==> src/rtl/router_pkt_tx_if.sv <==
// Host/router-side signal bundle for router_pkt_tx.
// corrupt_parity exists only when PKT_TX_PARITY_CORRUPT_EN is defined.
interface router_pkt_tx_if #(
  parameter int DATA_WIDTH = 8,
  parameter int LEN_WIDTH  = 6
);
  logic                  wr_en;
  logic [LEN_WIDTH-1:0]  wr_addr;
  logic [DATA_WIDTH-1:0] wr_data;
  logic                  start;
  logic [1:0]            dest_addr;
  logic [LEN_WIDTH-1:0]  length;
  logic                  abort;
  logic                  busy;
`ifdef PKT_TX_PARITY_CORRUPT_EN
  logic                  corrupt_parity;
`endif
  logic                  pkt_valid;
  logic [DATA_WIDTH-1:0] data_out;
  logic                  tx_active;
  logic                  done;
  logic                  cmd_err;

  modport master (
`ifdef PKT_TX_PARITY_CORRUPT_EN
    output corrupt_parity,
`endif
    output wr_en, wr_addr, wr_data, start, dest_addr, length, abort, busy,
    input  pkt_valid, data_out, tx_active, done, cmd_err
  );

  modport slave (
`ifdef PKT_TX_PARITY_CORRUPT_EN
    input  corrupt_parity,
`endif
    input  wr_en, wr_addr, wr_data, start, dest_addr, length, abort, busy,
    output pkt_valid, data_out, tx_active, done, cmd_err
  );
endinterface

==> src/rtl/router_pkt_tx.sv <==
// Packet transmitter for the 1x3 router input: header, buffered payload, parity byte.
// Optional macro PKT_TX_PARITY_CORRUPT_EN adds corrupt_parity (inverted parity byte).
module router_pkt_tx #(
  parameter int DATA_WIDTH = 8,
  parameter int LEN_WIDTH  = 6
) (
  input  logic           clk,
  input  logic           resetn,
  router_pkt_tx_if.slave bus
);
  localparam int                   DEPTH = 2 ** LEN_WIDTH;
  localparam logic [LEN_WIDTH-1:0] ONE   = LEN_WIDTH'(1);

  typedef enum logic [1:0] {S_IDLE, S_HEADER, S_PAYLOAD, S_PARITY} state_t;

  state_t                r_state, w_state;
  logic [DATA_WIDTH-1:0] r_data_out, w_data_out;
  logic                  r_pkt_valid, w_pkt_valid;
  logic                  r_done, w_done;
  logic                  r_cmd_err, w_cmd_err;
  logic                  r_tx_active;
  logic [DATA_WIDTH-1:0] r_parity, w_parity;
  logic [LEN_WIDTH-1:0]  r_cnt, w_cnt;
  logic [LEN_WIDTH-1:0]  r_len, w_len;
  logic                  r_corrupt, w_corrupt;

  logic [DATA_WIDTH-1:0] r_buf [DEPTH];
  logic [LEN_WIDTH-1:0]  w_rd_idx;
  logic [DATA_WIDTH-1:0] w_rd_data;
  logic [DATA_WIDTH-1:0] w_par_out;

  // NOTE: the payload buffer is left out of reset on purpose; clearing a RAM
  // costs a write port per entry and the host always loads it before use.
  always_ff @(posedge clk) begin
    if (bus.wr_en && r_state == S_IDLE)
      r_buf[bus.wr_addr] <= bus.wr_data;
  end

  // Buffer is frozen outside IDLE, so an async read of the next index is the
  // prefetch: the following byte is ready on the same edge the current one goes.
  assign w_rd_idx  = (r_state == S_PAYLOAD) ? r_cnt + ONE : '0;
  assign w_rd_data = r_buf[w_rd_idx];

`ifdef PKT_TX_PARITY_CORRUPT_EN
  assign w_par_out = r_corrupt ? ~r_parity : r_parity;
`else
  assign w_par_out = r_parity;
`endif

  // NOTE: every next-state signal gets its hold value first so that no path
  // through the case statement can infer a latch.
  always_comb begin
    w_state     = r_state;
    w_data_out  = r_data_out;
    w_pkt_valid = r_pkt_valid;
    w_done      = 1'b0;
    w_cmd_err   = 1'b0;
    w_parity    = r_parity;
    w_cnt       = r_cnt;
    w_len       = r_len;
    w_corrupt   = r_corrupt;

    case (r_state)
      S_IDLE: begin
        if (bus.start) begin
          if (bus.dest_addr == 2'd3 || bus.length == '0) begin
            w_cmd_err = 1'b1;
          end else begin
            w_state     = S_HEADER;
            w_len       = bus.length;
            w_data_out  = {bus.length, bus.dest_addr};
            w_pkt_valid = 1'b1;
            w_parity    = {bus.length, bus.dest_addr};
`ifdef PKT_TX_PARITY_CORRUPT_EN
            w_corrupt   = bus.corrupt_parity;
`else
            w_corrupt   = 1'b0;
`endif
          end
        end
      end
      S_HEADER: begin
        if (!bus.busy) begin
          w_state    = S_PAYLOAD;
          w_cnt      = '0;
          w_data_out = w_rd_data;
          w_parity   = r_parity ^ w_rd_data;
        end
      end
      S_PAYLOAD: begin
        if (!bus.busy) begin
          if (r_cnt == r_len - ONE) begin
            w_state     = S_PARITY;
            w_pkt_valid = 1'b0;
            w_data_out  = w_par_out;
          end else begin
            w_cnt      = r_cnt + ONE;
            w_data_out = w_rd_data;
            w_parity   = r_parity ^ w_rd_data;
          end
        end
      end
      S_PARITY: begin
        if (!bus.busy) begin
          w_state    = S_IDLE;
          w_done     = 1'b1;
          w_data_out = '0;
        end
      end
      default: w_state = S_IDLE;
    endcase

    // Abort overrides whatever the active state decided, including an accept.
    if (r_state != S_IDLE && bus.abort) begin
      w_state     = S_IDLE;
      w_pkt_valid = 1'b0;
      w_data_out  = '0;
      w_done      = 1'b0;
    end
  end

  // NOTE: state registers use non-blocking assignments so every register
  // samples the pre-edge values regardless of statement order.
  always_ff @(posedge clk) begin
    if (!resetn) begin
      r_state     <= S_IDLE;
      r_data_out  <= '0;
      r_pkt_valid <= 1'b0;
      r_done      <= 1'b0;
      r_cmd_err   <= 1'b0;
      r_tx_active <= 1'b0;
      r_parity    <= '0;
      r_cnt       <= '0;
      r_len       <= '0;
      r_corrupt   <= 1'b0;
    end else begin
      r_state     <= w_state;
      r_data_out  <= w_data_out;
      r_pkt_valid <= w_pkt_valid;
      r_done      <= w_done;
      r_cmd_err   <= w_cmd_err;
      r_tx_active <= (w_state != S_IDLE);
      r_parity    <= w_parity;
      r_cnt       <= w_cnt;
      r_len       <= w_len;
      r_corrupt   <= w_corrupt;
    end
  end

  assign bus.pkt_valid = r_pkt_valid;
  assign bus.data_out  = r_data_out;
  assign bus.tx_active = r_tx_active;
  assign bus.done      = r_done;
  assign bus.cmd_err   = r_cmd_err;
endmodule

==> src/flat_wrapper.sv <==
// flat-port wrapper written by rule: the top's interface ports become plain ports
module router_pkt_tx_flat 
#(
  parameter int DATA_WIDTH = 8,
  parameter int LEN_WIDTH  = 6
)
  (clk, resetn, bus_wr_en, bus_wr_addr, bus_wr_data, bus_start, bus_dest_addr, bus_length, bus_abort, bus_busy, bus_pkt_valid, bus_data_out, bus_tx_active, bus_done, bus_cmd_err);
  router_pkt_tx_if #(.DATA_WIDTH(DATA_WIDTH), .LEN_WIDTH(LEN_WIDTH)) bus_i ();
  input  logic clk;
  input  logic resetn;
  input wire logic [$bits(bus_i.wr_en)-1:0] bus_wr_en;
  input wire logic [$bits(bus_i.wr_addr)-1:0] bus_wr_addr;
  input wire logic [$bits(bus_i.wr_data)-1:0] bus_wr_data;
  input wire logic [$bits(bus_i.start)-1:0] bus_start;
  input wire logic [$bits(bus_i.dest_addr)-1:0] bus_dest_addr;
  input wire logic [$bits(bus_i.length)-1:0] bus_length;
  input wire logic [$bits(bus_i.abort)-1:0] bus_abort;
  input wire logic [$bits(bus_i.busy)-1:0] bus_busy;
  output wire logic [$bits(bus_i.pkt_valid)-1:0] bus_pkt_valid;
  output wire logic [$bits(bus_i.data_out)-1:0] bus_data_out;
  output wire logic [$bits(bus_i.tx_active)-1:0] bus_tx_active;
  output wire logic [$bits(bus_i.done)-1:0] bus_done;
  output wire logic [$bits(bus_i.cmd_err)-1:0] bus_cmd_err;
  assign bus_i.wr_en = bus_wr_en;
  assign bus_i.wr_addr = bus_wr_addr;
  assign bus_i.wr_data = bus_wr_data;
  assign bus_i.start = bus_start;
  assign bus_i.dest_addr = bus_dest_addr;
  assign bus_i.length = bus_length;
  assign bus_i.abort = bus_abort;
  assign bus_i.busy = bus_busy;
  assign bus_pkt_valid = bus_i.pkt_valid;
  assign bus_data_out = bus_i.data_out;
  assign bus_tx_active = bus_i.tx_active;
  assign bus_done = bus_i.done;
  assign bus_cmd_err = bus_i.cmd_err;
  router_pkt_tx #(.DATA_WIDTH(DATA_WIDTH), .LEN_WIDTH(LEN_WIDTH)) u_core (.clk(clk), .resetn(resetn), .bus(bus_i));
endmodule
==> config.mk <==
export PLATFORM = sky130hd
export DESIGN_NAME = router_pkt_tx_flat
export DESIGN_NICKNAME = d
export VERILOG_FILES = /design/src/rtl/router_pkt_tx_if.sv /design/src/rtl/router_pkt_tx.sv /design/src/flat_wrapper.sv
export SDC_FILE = /design/constraint.sdc
export NUM_CORES = 1
export LEC_CHECK = 0
export BUFFER_PORTS_ARGS = -buffer_cell sky130_fd_sc_hd__buf_2
export CAP_MARGIN = 20
export CORE_UTILIZATION = 35
export DETAILED_ROUTE_END_ITERATION = 6
export PLACE_DENSITY_LB_ADDON = 0.3
export SLEW_MARGIN = 15
export SYNTH_ARGS = -nofsm -noshare
export SYNTH_HDL_FRONTEND = slang
export SYNTH_SLANG_ARGS = --single-unit
==> constraint.sdc <==
create_clock -name clk -period 2.4 [get_ports clk]
set_clock_uncertainty 0.05 [all_clocks]
set_input_delay 0.48 -clock clk [delete_from_list [all_inputs] [get_ports clk]]
set_output_delay 0.48 -clock clk [all_outputs]
set_load 0.05 [all_outputs]
Word-level counts from Yosys, hierarchy flattened
Memories as Yosys holds them, arrays and structs flattened.
Index checks and enable logic that the tools add are counted.
{"block": "word_totals", "regBits": 34, "latchBits": 0, "mem_bits_rw": 512, "romBits": 0, "inputBits": 28, "output_inout_bits": 12, "word_cells": 79, "n_memories": 1}
{"block": "classes", "add_sub_neg": 2, "multipliers": 0, "n_div": 0, "order_cmp": 0, "n_eq_ne": 12, "n_shift": 0, "muxes": 33, "bitwise": 4, "n_reduce_logical": 18}
{"name": "u_core.r_buf", "words": 64, "word_bits": 8, "read_ports": 1, "rd_ports_with_merged_regs": 0, "write_ports": 1, "line_no": "router_pkt_tx.sv:27", "source": "logic [DATA_WIDTH-1:0] r_buf [DEPTH];"}
{"cell": "2-to-1 mux 8 bit", "n": 9}
{"cell": "case mux 8 bit (4 select lines)", "n": 1}
{"cell": "2-to-1 mux 6 bit", "n": 4}
{"cell": "case mux 8 bit (3 select lines)", "n": 1}
{"cell": "2-to-1 mux 2 bit", "n": 7}
{"cell": "!= test 2 bit (second input constant)", "n": 7}
{"cell": "case mux 6 bit (2 select lines)", "n": 1}
{"cell": "AND reduction 5 bit", "n": 2}
{"cell": "2-to-1 mux 1 bit", "n": 8}
{"cell": "case mux 2 bit (4 select lines)", "n": 1}
{"cell": "nonzero test 2 bit", "n": 4}
{"cell": "bitwise XOR 8 bit", "n": 1}
{"cell": "adder 6 x 1 -> 6 bit (second input constant)", "n": 1}
{"cell": "equality test 2 bit (second input constant)", "n": 3}
{"cell": "equality test 6 bit", "n": 1}
{"cell": "logical NOT 6 bit", "n": 1}
{"cell": "AND reduction 3 bit", "n": 2}
{"cell": "AND reduction 6 bit", "n": 1}
{"cell": "subtractor 6 x 1 -> 6 bit (second input constant)", "n": 1}
{"cell": "AND reduction 4 bit", "n": 1}
{"cell": "inverter 1 bit", "n": 3}
{"cell": "nonzero test 3 bit", "n": 1}
{"cell": "OR reduction 3 bit", "n": 1}
{"cell": "equality test 2 x 1 -> 1 bit (second input constant)", "n": 1}
{"cell": "5 further kinds", "n": 6}

Longest topological paths before layout
{"block": "depth", "word_depth": 7, "ltp_mapped": 13, "depth_no_buf": 9}

Worst setup path after synthesis
OpenSTA, ideal clock, no wires.
{"block": "synth_timing", "kind": "reg2reg", "startpoint": "reg u_core.r_state[0]", "endpoint": "reg u_core.r_parity[4]", "setup_ns": 0.120, "t_arrival_ns": 2.450, "required_time_ns": 2.230, "setup_slack_ns": -0.220, "stages_incl_launch_ff": 14, "n_path_buf": 4, "period_less_slack_ns": 2.620, "cell_sequence": "dfxtp_1 inv_1 ha_1 buf_4 nor2b_2 buf_4 buf_6 buf_2 a221oi_1 nor3_1 a211oi_1 a311oi_2 o2111a_1 a211o_1"}
{"block": "synth_between", "elab_chain_cells": 7, "elab_cells_between_ends": 17, "cone_classes": "7 x eq/ne; 5 x mux; 1 x bitwise; 3 x reduce/logical; 1 x memory"}
{"item": "from (decl)", "line_no": "router_pkt_tx.sv:16", "source": "state_t r_state, w_state;"}
{"item": "from (signal assigned)", "line_no": "router_pkt_tx.sv:137", "source": "r_state <= w_state;"}
{"item": "equality test 2 bit", "line_no": "router_pkt_tx.sv:41, router_pkt_tx.sv:63"}
{"item": "2-to-1 mux 6 bit", "line_no": "router_pkt_tx.sv:41", "source": "assign w_rd_idx = (r_state == S_PAYLOAD) ? r_cnt + ONE : '0;"}
{"item": "memory read (64 x 8 bit)"}
{"item": "bitwise XOR 8 bit", "line_no": "router_pkt_tx.sv:87, router_pkt_tx.sv:99"}
{"item": "2-to-1 mux 8 bit", "line_no": "router_pkt_tx.sv:92", "source": "if (r_cnt == r_len - ONE) begin"}
{"item": "2-to-1 mux 8 bit", "line_no": "router_pkt_tx.sv:91", "source": "if (!bus.busy) begin"}
{"item": "case mux 8 bit (3 select lines)", "line_no": "router_pkt_tx.sv:63", "source": "case (r_state)"}
{"item": "to (signal assigned)", "line_no": "router_pkt_tx.sv:143", "source": "r_parity <= w_parity;"}
{"item": "to (decl)", "line_no": "router_pkt_tx.sv:22", "source": "logic [DATA_WIDTH-1:0] r_parity, w_parity;"}
Several ways; a longest one is shown, not always the timed one. The select of a mux whose other input is x is not followed.
A chain may end at the register's enable or synchronous reset.

Worst setup path after layout
{"block": "layout_timing", "startpoint": "reg u_core.r_cnt[0]", "endpoint": "reg u_core.r_parity[4]"}
{"block": "layout_between", "elab_chain_cells": 7, "elab_cells_between_ends": 11, "cone_classes": "1 x add/sub; 2 x eq/ne; 5 x mux; 1 x bitwise; 1 x reduce/logical; 1 x memory"}
{"item": "from (decl)", "line_no": "router_pkt_tx.sv:23", "source": "logic [LEN_WIDTH-1:0] r_cnt, w_cnt;"}
{"item": "from (signal assigned)", "line_no": "router_pkt_tx.sv:144", "source": "r_cnt <= w_cnt;"}
{"item": "adder 6 x 1 -> 6 bit", "line_no": "router_pkt_tx.sv:41"}
{"item": "2-to-1 mux 6 bit", "line_no": "router_pkt_tx.sv:41"}
{"item": "memory read (64 x 8 bit)"}
{"item": "bitwise XOR 8 bit", "line_no": "router_pkt_tx.sv:87, router_pkt_tx.sv:99"}
{"item": "2-to-1 mux 8 bit", "line_no": "router_pkt_tx.sv:92"}
{"item": "2-to-1 mux 8 bit", "line_no": "router_pkt_tx.sv:91"}
{"item": "case mux 8 bit (3 select lines)", "line_no": "router_pkt_tx.sv:63"}
Several ways; a longest one is shown, not always the timed one. The select of a mux whose other input is x is not followed.

==> summary.md <==
| Metric | Value |
|---|---|
| Status | finished with violations |
| Failing checks | setup timing |
| Post-CTS Hold Buffers | 0 |
| Diode count | 0 |
| Crit path launch type | flip-flop |
| Slew headroom | between 40% and 50% |
| Num CTS Buffers | between 50 and 60 |
| Critical Path AT | 3.33 ns |
| Hold Path Class | primary input to flip-flop |
| Residual DRC | 0 |
| Via density | 5.59 |
| Switching power | roughly 6.2 mW |
| End-of-flow core utilization | a little under half |
| Post-Route WL | 68800 µm |
| Largest cells by area after synthesis | edfxtp_1, mux2i_1, dfxtp_1 |
| Overall routing resource usage | around 20% |
| Post-synth cell types | 79 |
| Final Hold Fails | 0 |
| Max stage delay on crit path | about 0.36 ns |
| Routability-driven placement congestion ratio | 0.866 |
| Synthesized flop and latch total | 546 |
| Layout area overhead | 31.2% |
| Final setup fails | 16 |
| Synth area leader | edfxtp_1 |
| CTS root buffer | clkbuf_16 |
| Top-area cell type share of the netlist area | between 60% and 70% |
| Layout cells sized above 1 | about a third |
| Iter 0 DRT Violations | 1512 |
| Net Sw Frac | about a quarter |
| Post-DRT Antenna Nets | 0 |
| Post-layout min period | between 2 and 3 ns |
| Sequential cell area fraction in the yosys report | 69.3% |
| Reg clk slew, reported paths | approximately 0.060 ns |
| H-tree levels | 2 |
| Part of the power in registers | 45.3% |
| Mapped Nets | around 1.6k |
| Crit. End Element | flip-flop |
| Power, Total | about 24 mW |
| Asr flop ratio synth | 0% |
| Drt pass-1 iters | 6 |
| Worst Setup Path Type | flip-flop to flip-flop |
| Avg Inst Size Synth | 14.7 µm² |
| Max cap viols | 0 |
| Synth Warn # | 0 |
| HPWL Detailed | roughly 45000 µm |
| First-pass GRT wire length | 102000 µm |
| Core region area | 64900 µm² |
| Placement Rows | a little over 90 |
| Placed Cells | 2680 |
| Top-count cell post-synth | edfxtp_1 |
| Effective utilization at floorplan | 35.7% |
| Worst hold start | bus_start |
| Combinational share of power | between 15 and 20% |
| Cell Pwr Density | ~780 nW/µm² |
| CP max FO | 6 |
| Placed Area | ~27000 µm² |
| Slew Viols, Final | 0 |
| Synth Instances | 1580 |
| Die Ht | 259 µm |
| Die W | between 200 and 300 µm |
| Layout net count | ~2k |
| Unrepaired setup endpoints after global routing | yes |
| Sequential Area | between 15000 and 20000 µm² |
| CTS tree | done |
| Slew of the pin with the lowest slew margin | roughly 0.77 ns |
| Most frequent cells after synthesis | edfxtp_1, nor2_1, mux2i_1 |
| Worst EP required | ~2.9 ns |
| GRT overflow | 0 |
| Largest net degree at the start of global routing | 65 |
| FMAX | around 350 MHz |
| EDFF count, synth | approximately 510 |
| Main synth FF type | edfxtp_1 |
| Critical-path top delay cell | dfxtp_4 |
| Final critical-path setup slack | -0.482 ns |
| Int Power | about 17 mW |
| Max clock buf depth | 3 |
| Clk network pwr share | 37.8% |
| Non-filler cells in the finished layout | approximately 2.8k |
| Final Cell Area | approximately 30000 µm² |
| Period utilisation layout | 120% |
| Reg2Reg Launch Point | u_core.r_cnt[0] |
| Clock sink count | about 550 |
| # port buffers | 39 |
| DR vias | between 15k and 20k |
| Post-Syn Area | approximately 23000 µm² |
| Fill count | around 5.7k |
| Area of the multi-input gates | ~7600 µm² |
| Number of global-route vias before repair | ~16k |
| CP Cell Sequence | ha_4, xor2_4, nand2_4, buf_12, buf_8, buf_4, o211ai_1, a221o_1, a311oi_2, o2111a_1, a211o_1 |
| Peak VDD IR | ~0.00053 V |
| Critical Path Source | u_core.r_cnt[0] |
| Io pins | 40 |
| Antenna violations before repair | 0 |
| DIE AREA | 67200 µm² |
| WL/cell | between 20 and 25 µm |
| Leak pwr | just over 10 nW |
| Worst skew pair latency | 0.63 ns |
## cells by family (layout without fill, tap and decap cells)
group | Yosys count | in the layout | share of synthesized area [%]
and+or+nand+nor | 346 | 346 | 7.42
AOI/OAI and AO/OA | 414 | 414 | 13.4
adders and majority gates | 7 | 7 | 0.378
DFF | 546 | 546 | 69.3
buffers and inverters | 137 | 524 | 3.07
xor gates and xnor gates | 12 | 12 | 0.535
muxes | 118 | 118 | 5.87
## power groups by stage
stage	combinational (mW)	clock, mW	sequential (mW)
2_1_floorplan	1.70	0	11.1
6_report	4.00	8.97	10.7
5_1_grt	4.24	9.45	10.8
3_5_place_dp	3.49	0	10.9
4_1_cts	3.83	9.12	10.7
3_3_place_gp	3.46	0	10.9
## metrics by stage
stage	setup TNS (ns)	setup slack (ns)	hold slack (ns)
after CTS	-5.75	-0.427	0.0471
after global placement	-11.13	-0.782	0.423
after detailed placement	-11.20	-0.808	0.426
after global routing	-7.44	-0.517	0.0628
final	-5.96	-0.482	0.0770
after floorplan	-0.132	-0.0476	0.431
## repair_timing
| item | 4_1_cts | 5_1_grt |
|---|---|---|
| hold endpoints to repair | 0 | 0 |
| gates resized for setup | 178 | 88 |
| setup endpoints to repair | 24 | 30 |
| buffers inserted | 35 | 6 |
| pin swaps | 62 | 51 |
| cloned | 2 | 0 |
## metal layers
| layer | up-vias | GRT usage, % | part of all wire [%] |
|---|---|---|---|
| li1 | 7045 | - | - |
| met1 | 7990 | 29.2 | 44 |
| met2 | 615 | 32.2 | 46 |
| met3 | 112 | 3.04 | 6.8 |
| met4 | 0 | 6.24 | 2.5 |
| met5 | - | 0 | 0 |
## cell usage in the layout (no fill, tap or decap), types with 27 or more instances in the layout
cell       count
edfxtp_1     512
buf_4        291
nor2_1       115
mux2i_1       81
nand2_1       72
clkbuf_16     59
o22ai_1       55
buf_12        41
buf_2         39
nor2b_1       36
a211oi_1      30
dfxtp_1       27
## layout make-up
cell class                      count  share of cell area [%]
Tap cell                          855                    3.52
Clock buffer                       67                    4.96
Inverter                           12                   0.173
Multi-Input combinational cell    897                    25.1
Clock inverter                     39                    1.30
Sequential cell                   546                    52.9
Timing Repair Buffer              406                    12.1
## sequential cells by signal (all words and copies together) (netlist names)
| name | cells |
|---|---|
| u_core.bus.pkt_valid | 1 |
| u_core.bus.cmd_err | 1 |
| u_core.r_state | 2 |
| u_core.bus.done | 1 |
| u_core.r_cnt | 6 |
| u_core.r_parity | 8 |
| u_core.bus.tx_active | 1 |
| u_core.r_buf | 512 |
| u_core.bus.data_out | 8 |
| u_core.r_len | 6 |
## final timing paths
kind,depth (start not counted),end,slack (ns)
max,11,u_core.r_parity[4],-0.48
min,3,u_core.bus.cmd_err,0.08
max reg2reg,11,u_core.r_parity[4],-0.48
min reg2reg,1,u_core.bus.data_out[7],0.44
## worst max-delay path: cells and delay by family (launching register included)
family / cells / cell delay, ns
buffers and inverters: 3 / 0.43
xor gates and xnor gates: 1 / 0.29
and+or+nand+nor: 1 / 0.10
AOI/OAI and AO/OA: 5 / 1.31
adders and majority gates: 1 / 0.20
DFF: 1 / 0.36
Power figures use the tool's default switching activity.
